--- config.mk ---
export PLATFORM = sky130hd
export DESIGN_NAME = display_source_mux_flat
export DESIGN_NICKNAME = d
export VERILOG_FILES = /design/src/rtl/display_source_mux_if.sv /design/src/rtl/display_source_mux.sv /design/src/flat_wrapper.sv
export SDC_FILE = /design/constraint.sdc
export NUM_CORES = 1
export LEC_CHECK = 0
export BUFFER_PORTS_ARGS = -buffer_cell sky130_fd_sc_hd__buf_4
export CORE_ASPECT_RATIO = 0.8
export CORE_MARGIN = 4
export CORE_UTILIZATION = 53
export CTS_BUF_LIST = sky130_fd_sc_hd__clkbuf_2 sky130_fd_sc_hd__clkbuf_4 sky130_fd_sc_hd__clkbuf_8
export DETAILED_ROUTE_END_ITERATION = 16
export PLACE_DENSITY = 0.89
export SYNTH_ARGS = -nofsm -noshare
export SYNTH_HDL_FRONTEND = slang
export SYNTH_SLANG_ARGS = --single-unit
--- constraint.sdc ---
create_clock -name clk -period 4.6 [get_ports clk]
set_input_delay 0 -clock clk [delete_from_list [all_inputs] [get_ports clk]]
set_output_delay 0 -clock clk [all_outputs]
set_load 0.02 [all_outputs]
--- src/rtl/display_source_mux_if.sv ---
// rtl/display_source_mux_if.sv - source-side and display-side buses of the display source mux
// master drives the per-source buses and watches the display; slave is the mux itself.
interface display_source_mux_if #(
  parameter int N_CH  = 4,
  parameter int LED_W = 10
);
  localparam int MODE_W = (N_CH > 1) ? $clog2(N_CH) : 1;

  logic [N_CH*LED_W-1:0] ch_leds;
  logic [N_CH*48-1:0]    ch_hex;
  logic [LED_W-1:0]      leds;
  logic [7:0]            hex0;
  logic [7:0]            hex1;
  logic [7:0]            hex2;
  logic [7:0]            hex3;
  logic [7:0]            hex4;
  logic [7:0]            hex5;
  logic [MODE_W-1:0]     mode;

  modport master (
    output ch_leds, ch_hex,
    input  leds, hex0, hex1, hex2, hex3, hex4, hex5, mode
  );

  modport slave (
    input  ch_leds, ch_hex,
    output leds, hex0, hex1, hex2, hex3, hex4, hex5, mode
  );
endinterface

--- src/rtl/display_source_mux.sv ---
// rtl/display_source_mux.sv - KEY-cycled registered selector for LEDR/HEX0..HEX5
// Source changes blank the display for BLANK_CYCLES clocks while HEX5 shows the new index.
module display_source_mux #(
  parameter int N_CH         = 4,
  parameter int LED_W        = 10,
  parameter int DB_CYCLES    = 500000,
  parameter int BLANK_CYCLES = 5000000
) (
  input  logic clk,
  input  logic reset,
  input  logic key_next_n,
  input  logic key_prev_n,
  display_source_mux_if.slave bus
);
  localparam int MODE_W = (N_CH > 1) ? $clog2(N_CH) : 1;
  localparam int CNT_W  = (DB_CYCLES > 1) ? $clog2(DB_CYCLES) : 1;
  localparam int TMR_W  = (BLANK_CYCLES > 1) ? $clog2(BLANK_CYCLES) : 1;
  localparam logic [CNT_W-1:0]  DB_LAST   = CNT_W'(DB_CYCLES - 1);
  localparam logic [TMR_W-1:0]  TMR_LAST  = TMR_W'((BLANK_CYCLES > 0) ? BLANK_CYCLES - 1 : 0);
  localparam logic [MODE_W-1:0] MODE_LAST = MODE_W'(N_CH - 1);

  typedef enum logic {SHOW, BLANK} state_t;

  // Bit 0 is the next key, bit 1 the previous key.
  logic [1:0]       w_keys;
  logic [1:0]       r_sync1;
  logic [1:0]       r_sync2;
  logic [1:0]       r_stable;
  logic [CNT_W-1:0] r_cnt [2];
  logic [1:0]       w_press;
  logic             w_valid;

  state_t           r_state;
  state_t           w_state_nxt;
  logic [TMR_W-1:0] r_timer;
  logic [TMR_W-1:0] w_timer_nxt;
  logic [MODE_W-1:0] r_mode;
  logic [MODE_W-1:0] w_mode_nxt;
  logic [LED_W-1:0] r_leds;
  logic [LED_W-1:0] w_leds_nxt;
  logic [47:0]      r_hex;
  logic [47:0]      w_hex_nxt;

  function automatic logic [7:0] seg7(input logic [MODE_W-1:0] d);
    case (int'(d))
      0: seg7 = 8'hC0;
      1: seg7 = 8'hF9;
      2: seg7 = 8'hA4;
      3: seg7 = 8'hB0;
      4: seg7 = 8'h99;
      5: seg7 = 8'h92;
      6: seg7 = 8'h82;
      7: seg7 = 8'hF8;
      8: seg7 = 8'h80;
      9: seg7 = 8'h90;
      default: seg7 = 8'hFF;
    endcase
  endfunction

  assign w_keys = {key_prev_n, key_next_n};

  always_ff @(posedge clk) begin
    if (reset) begin
      r_sync1  <= 2'b11;
      r_sync2  <= 2'b11;
      r_stable <= 2'b11;
      for (int k = 0; k < 2; k++) r_cnt[k] <= '0;
    end else begin
      r_sync1 <= w_keys;
      r_sync2 <= r_sync1;
      for (int k = 0; k < 2; k++) begin
        if (r_sync2[k] == r_stable[k]) begin
          r_cnt[k] <= '0;
        end else if (r_cnt[k] == DB_LAST) begin
          r_stable[k] <= r_sync2[k];
          r_cnt[k]    <= '0;
        end else begin
          r_cnt[k] <= r_cnt[k] + 1'b1;
        end
      end
    end
  end

  // A press fires in the same cycle the debounced level falls.
  always_comb begin
    w_press = 2'b00;
    for (int k = 0; k < 2; k++)
      w_press[k] = (r_sync2[k] != r_stable[k]) && (r_cnt[k] == DB_LAST) && !r_sync2[k];
  end

  assign w_valid = w_press[0] ^ w_press[1];

  always_comb begin
    w_state_nxt = r_state;
    w_timer_nxt = r_timer;
    w_mode_nxt  = r_mode;
    w_leds_nxt  = '0;
    w_hex_nxt   = '1;
    if (w_valid) begin
      if (w_press[0]) w_mode_nxt = (r_mode == MODE_LAST) ? '0 : r_mode + 1'b1;
      else            w_mode_nxt = (r_mode == '0) ? MODE_LAST : r_mode - 1'b1;
    end
    case (r_state)
      SHOW: begin
        for (int c = 0; c < N_CH; c++) begin
          if (r_mode == MODE_W'(c)) begin
            w_leds_nxt = bus.ch_leds[c*LED_W +: LED_W];
            w_hex_nxt  = bus.ch_hex[c*48 +: 48];
          end
        end
        if (w_valid && (BLANK_CYCLES > 0)) begin
          w_state_nxt = BLANK;
          w_timer_nxt = TMR_LAST;
        end
      end
      BLANK: begin
        w_hex_nxt[47:40] = seg7(r_mode);
        if (w_valid)              w_timer_nxt = TMR_LAST;
        else if (r_timer == '0)   w_state_nxt = SHOW;
        else                      w_timer_nxt = r_timer - 1'b1;
      end
      default: w_state_nxt = SHOW;
    endcase
  end

  always_ff @(posedge clk) begin
    if (reset) begin
      r_state <= SHOW;
      r_timer <= '0;
      r_mode  <= '0;
      r_leds  <= '0;
      r_hex   <= '1;
    end else begin
      r_state <= w_state_nxt;
      r_timer <= w_timer_nxt;
      r_mode  <= w_mode_nxt;
      r_leds  <= w_leds_nxt;
      r_hex   <= w_hex_nxt;
    end
  end

  assign bus.leds = r_leds;
  assign bus.hex0 = r_hex[7:0];
  assign bus.hex1 = r_hex[15:8];
  assign bus.hex2 = r_hex[23:16];
  assign bus.hex3 = r_hex[31:24];
  assign bus.hex4 = r_hex[39:32];
  assign bus.hex5 = r_hex[47:40];
  assign bus.mode = r_mode;
endmodule

--- src/flat_wrapper.sv ---
// flat-port wrapper written by rule: the top's interface ports become plain ports
module display_source_mux_flat 
#(
  parameter int N_CH         = 4,
  parameter int LED_W        = 10,
  parameter int DB_CYCLES    = 500000,
  parameter int BLANK_CYCLES = 5000000
)
  (clk, reset, key_next_n, key_prev_n, bus_ch_leds, bus_ch_hex, bus_leds, bus_hex0, bus_hex1, bus_hex2, bus_hex3, bus_hex4, bus_hex5, bus_mode);
  display_source_mux_if #(.N_CH(N_CH), .LED_W(LED_W)) bus_i ();
  input  logic clk;
  input  logic reset;
  input  logic key_next_n;
  input  logic key_prev_n;
  input wire logic [$bits(bus_i.ch_leds)-1:0] bus_ch_leds;
  input wire logic [$bits(bus_i.ch_hex)-1:0] bus_ch_hex;
  output wire logic [$bits(bus_i.leds)-1:0] bus_leds;
  output wire logic [$bits(bus_i.hex0)-1:0] bus_hex0;
  output wire logic [$bits(bus_i.hex1)-1:0] bus_hex1;
  output wire logic [$bits(bus_i.hex2)-1:0] bus_hex2;
  output wire logic [$bits(bus_i.hex3)-1:0] bus_hex3;
  output wire logic [$bits(bus_i.hex4)-1:0] bus_hex4;
  output wire logic [$bits(bus_i.hex5)-1:0] bus_hex5;
  output wire logic [$bits(bus_i.mode)-1:0] bus_mode;
  assign bus_i.ch_leds = bus_ch_leds;
  assign bus_i.ch_hex = bus_ch_hex;
  assign bus_leds = bus_i.leds;
  assign bus_hex0 = bus_i.hex0;
  assign bus_hex1 = bus_i.hex1;
  assign bus_hex2 = bus_i.hex2;
  assign bus_hex3 = bus_i.hex3;
  assign bus_hex4 = bus_i.hex4;
  assign bus_hex5 = bus_i.hex5;
  assign bus_mode = bus_i.mode;
  display_source_mux #(.N_CH(N_CH), .LED_W(LED_W), .DB_CYCLES(DB_CYCLES), .BLANK_CYCLES(BLANK_CYCLES)) u_core (.clk(clk), .reset(reset), .key_next_n(key_next_n), .key_prev_n(key_prev_n), .bus(bus_i));
endmodule
Yosys cells after proc, flatten, opt, wreduce, memory -nomap -nowiden. Memory sizes are Yosys's and may differ from the RTL's. Index checks and enable logic that the tools add are counted.

Register bits: 90. Memory bits (writable): 38. Input port bits: 236. Output and inout port bits: 60. Word-level logic and storage cells: 100. Memories kept: 1.

$add $sub $neg: 5. Equal/unequal tests: 11. Multiplexer cells: 51. Bitwise operators: 10. Reductions and logical operators: 12.

Memories: u_core.r_cnt (depth 2, bits a word 19, rd ports 2, clocked after memory_dff 0, wr ports 2, RTL line display_source_mux.sv:29) `logic [CNT_W-1:0] r_cnt [2];`.

Operator list (number): 48-bit 2-to-1 mux (4); 19-bit 2-to-1 mux (6); 23-bit 2-to-1 mux (3); 23-bit one-hot mux with 2 select lines (1); 10-bit 2-to-1 mux (4); 19-bit by 1-bit adder with 19-bit output (second input constant) (2); 19-bit == test (second input constant) (2); 8-bit one-hot mux with 4 select lines (1); 1-bit 2-to-1 mux (27); 23-bit logical NOT (1); 23-bit by 1-bit subtractor with 23-bit output (second input constant) (1); 8-bit one-hot mux with 2 select lines (1); 2-bit 2-to-1 mux (3); 1-bit OR (6); 2-bit AND reduction (3); 2-bit == test (second input constant) (2); 1-bit logical AND (4); 3-bit by 2-bit != test with 1-bit output (second input constant) (1); 1-bit inverter (3); 2-bit by 1-bit adder with 2-bit output (second input constant) (1); 1-bit == test (2); 2-bit by 1-bit == test with 1-bit output (second input constant) (1); 1-bit logical NOT (2); 2-bit logical NOT (1); other kinds (6) (7).

Depth between registers and ports, before layout.
Word-level depth: 7. Gate-level depth with buffers: 10. Gate-level depth less buffers: 8.

Worst setup path after synthesis. Ideal clock, no wire load.

Path kind: register to register. Start: register u_core.r_mode[1], in the netlist u_core.bus.mode[1]. End: register u_core.r_hex[37]. Library setup time: 0.061 ns. Data arrival time: 1.937 ns. Path slack: 2.602 ns. Cell stages (with the launch flop): 10. Buffers on the path: 2. Cells stage by stage: dfxtp_1 inv_1 ha_1 inv_1 clkbuf_1 buf_1 o22ai_1 o211ai_1 o21ai_0 nand2_1.

Longest elaborated chain between the ends: 5. Elaborated cells on any way between the ends: 8. Classes of those cells: eq/ne: 3; mux: 4; reduce/logical: 1.

RTL lines: start, declared (RTL line display_source_mux.sv:37) `logic [MODE_W-1:0] r_mode;`; start signal, assigned (RTL line display_source_mux.sv:136) `r_mode <= w_mode_nxt;`; 2-bit logical NOT (RTL line display_source_mux.sv:106) `if (r_mode == MODE_W'(c)) begin`; 48-bit 2-to-1 mux (3 in a row) (RTL line display_source_mux.sv:106); 48-bit 2-to-1 mux (*) (RTL line display_source_mux.sv:106); end signal, assigned (RTL line display_source_mux.sv:138) `r_hex <= w_hex_nxt;`; end, declared (RTL line display_source_mux.sv:41) `logic [47:0] r_hex;`.

Every way passes the cells marked *; elsewhere a longest branch is shown, timed or not. A chain may end at the register's enable or synchronous reset.

Worst setup path after layout.
Start: register u_core.r_mode[1], in the netlist u_core.bus.mode[1]. End: register u_core.r_hex[5].

The elaborated chain is that of the path after synthesis.

==> summary by stage <==
Clocking
The clock tree from TritonCTS is yes. The H-tree generated during clock tree synthesis spans 4 levels. After clock tree synthesis, the clock-pin slew on the worst setup and hold paths is around 80 ps.

The TritonCTS sink count is 128. In this run, CTS created clock tree buffers numbering 17. Clock latency on the worst-skew pair, taken at its later pin, is 450 ps. The clock passes through at most 2 buffers.

In this run the clock root is driven by a clkbuf_8. The number of setup buffers added after CTS is 0.

GRT
met2 is the most crowded layer. The number of global-route vias before repair is about 7800. The pin count of the biggest net entering global routing is 80. The met1 layer usage reported by global route is 0.413.

In the global route stage, overall resource usage came out at 0.375. After global routing the overflow that remains totals 0. For met2 alone, demand over resource in global routing was 0.623.

The global routing usage on met3 is 0.0841. The first global-routing pass estimated 41500 um of wire. The initial antenna violation count was 2.

Timing
The final critical-path required period is 4240 ps. Measured against its own limit, the worst slew margin works out to 0.251. At the pin with the least slew margin, the transition time is 1120 ps. Setup violations remaining at the end of the flow were counted as 0. The number of max-slew violations in the final report is 0. The setup clock skew after layout is roughly 12 ps. Setup repair after global routing left no endpoint under its margin.

The final worst-path cycle share is 0.922. The final hold violation count came to 0. The sum of negative setup slack is 0 ps. For this run, the top clock speed supported by timing is 236 MHz.

Routing
The total via count in the routed design is approximately 8100. The detailed-router iteration count before antenna repair is 6. In the routed design, unresolved DRC markers number 0.

The routed via count divided by cell count is approximately 6. The number of violations reported at the end of detailed-routing iteration 0 is 849. The detail route stage leaves a number of antenna-violating nets equal to 0. The routed wire length is 28400 um.

In the final routed layout, each cell accounts on average for roughly 21 um.

Yosys
The fraction of post-synthesis cell area in the top cell type by area is 0.275. The warning count from the yosys run is 0. The count of state elements after synthesis is between 100 and 150. Sorting the synthesized cells by area gives the leading types as dfxtp_1 27%, edfxtp_1 17%, nand2_1 6.6%. The post-synthesis area per instance is 8.57 sq um. The fraction of synthesis flops using an asynchronous set or reset pin is 0.

After synthesis, the netlist uses 54 different library cells. Summed over all instances, the cell type with the most area after synthesis is dfxtp_1. The synthesized netlist cell count is around 770. The cell area that synthesis handed to floorplanning was between 6000 and 7000 sq um.

The portion of the post-synthesis area used by sequential elements is 0.449. The most common flop cell mapped by yosys is dfxtp_1. By count the netlist is led by 116 x nand2_1, 90 x dfxtp_1, 71 x nor2_1. The number of flops mapped to enable cells by yosys is 38. The cell with the most instances after synthesis is nand2_1.

Cells and area
With fillers left out, the area of the finished cells amounts to about 10000 sq um. From synthesis to final layout, the design area changed by 59.3%. The final cell count without fillers is ~1300. Summing all multi-input logic gate instances after layout gives around 3500 sq um. Registers take a little under 3000 sq um. Of the cells placed in the final design, the portion with a size suffix greater than 1 is 0.298. In the final design database the tool counted around 1400 nets. The layout filler cell count is 639.

Power
VDD sags by at most ~0.22 mV. The leakage component of the power is around 4.4 nW. Power spread over the standard cell area amounts to between 300 and 400 nW/um^2.

Setup path
The arrival time at the worst endpoint is approximately 4500 ps. The maximum fanout along the worst path is 50. The category of the worst setup path launch point is a flop. In this run the critical register-to-register path is launched from u_core.bus.mode[1].

The timing startpoint of the critical path is u_core.bus.mode[1]. The worst setup path is captured at a flop. Data on the critical path is required at its endpoint by 4900 ps. The worst setup path is of the reg2reg kind.

Die
The floorplan has 36 rows. After floorplanning, the core was sized to cover 12200 sq um. Pin placement for this block handled between 200 and 300 I/O pins.

The vertical die dimension is ~110 um. For this configuration, the core starts out at a cell density of 0.540. The die area is roughly 14000 sq um.

The die is ~130 um wide.

Placement
At the end of routability-driven placement, the weighted congestion stood at about 0.95. The number of buffer cells added on primary ports is between 200 and 300. The total placed cells including tap cells is 1205. The total half-perimeter wirelength after legalization and detailed placement is 17800 um. After detailed placement, the total cell area comes to between 8000 and 9000 sq um.

Worst hold path
The type of the worst min-delay path is in2reg. The worst hold path startpoint is bus_ch_hex[137].

Outcome
The run finished with clean final reports.

Job
The tool flagged a number of max-cap violations equal to 0.
[flip-flops by register name, indices dropped and copies added (netlist names)]
| signal | cells |
|---|---|
| u_core.r_state | 1 |
| u_core.r_hex | 48 |
| u_core.bus.leds | 10 |
| u_core.r_cnt | 38 |
| u_core.bus.mode | 2 |
| u_core.r_stable | 2 |
| u_core.r_sync1 | 2 |
| u_core.r_sync2 | 2 |
| u_core.r_timer | 23 |
[final cells by class]
class                   instances  area share
multi-input cells             614       0.338
flip-flops and latches        128       0.282
diodes                          3    0.000718
inverters                      10     0.00359
clock inverters                11      0.0177
clock buffers                  20      0.0257
well taps                     152      0.0182
repair buffers                404       0.315
[stage by stage]
stage | power [mW] | setup WS, ps | util | hold WS, ps
after floorplan | 1.55 | 2600 | - | 104
after global placement | 1.86 | 1490 | 0.737 | 203
after global routing | 3.24 | 188 | 0.859 | 19.9
after CTS | 3.08 | 787 | 0.859 | 3.42
after detailed placement | 1.87 | 1360 | 0.737 | 205
final | 3.14 | 359 | 0.860 | 27.2
[critical path, stage by stage (launching register included)]
cell,delay [ps]
dfxtp_1,440
inv_1,120
ha_1,390
inv_1,120
buf_4,500
nand2_1,820
buf_4,510
o22ai_1,200
o211ai_1,130
o21ai_0,120
dlygate4sd3_1,620
nand2_1,90
[power by group]
part | internal (mW) | switching, mW | leakage, nW
sequential | 1.23 | 0.0545 | 1.14
combinational | 0.393 | 0.347 | 3.02
clock | 0.674 | 0.446 | 0.236
total | 2.30 | 0.847 | 4.39
[final timing paths]
| path | endpoint | slack [ps] | cells after the start |
|---|---|---|---|
| min | u_core.r_hex[41] | 30 | 5 |
| min reg2reg | u_core.r_sync2[0] | 430 | 1 |
| max reg2reg | u_core.r_hex[5] | 360 | 11 |
| max | u_core.r_hex[5] | 360 | 11 |
[cells by family (layout without fill, tap and decap cells)]
family,after synthesis,count (layout),share of synthesized area
and+or+nand+nor,302,302,0.225
AOI/OAI and AO/OA,216,216,0.207
DFF,128,128,0.449
buffers and inverters,61,445,0.0368
xor gates and xnor gates,49,49,0.0654
adders and majority gates,7,7,0.0133
muxes,2,2,0.00324
other,1,41,0.000572
[cell usage in the layout, fill, tap and decap left out, types with 3 or more instances in the layout]
cell             n
buf_4          301
nand2_1        116
dlygate4sd3_1  103
dfxtp_1         90
nor2_1          70
o21ai_0         61
o211ai_1        49
o22ai_1         47
edfxtp_1        38
conb_1          38
a21oi_1         36
xnor2_1         27
nor3_1          26
xor2_1          22
nand3_1         21
clkbuf_8        19
nor2b_1         14
a221oi_1        10
inv_1            9
and3_1           8
nor4_1           7
or2_2            6
ha_1             6
nand4_1          5
or3_1            5
bufinv_16        5
clkinv_2         4
diode_2          3
nor4b_1          3
nand2b_1         3
[per-layer routing]
metal,up-vias,share of wire
li1,3567,-
met1,3721,0.35
met2,609,0.48
met3,163,0.086
met4,0,0.088
met5,-,0
[repair_timing]
item / 4_1_cts / 5_1_grt
hold buffers: 103 / 0
hold endpoints to repair: 75 / 0
gates resized for setup: 0 / 0
No activity file was read; power rests on OpenSTA's default activity.
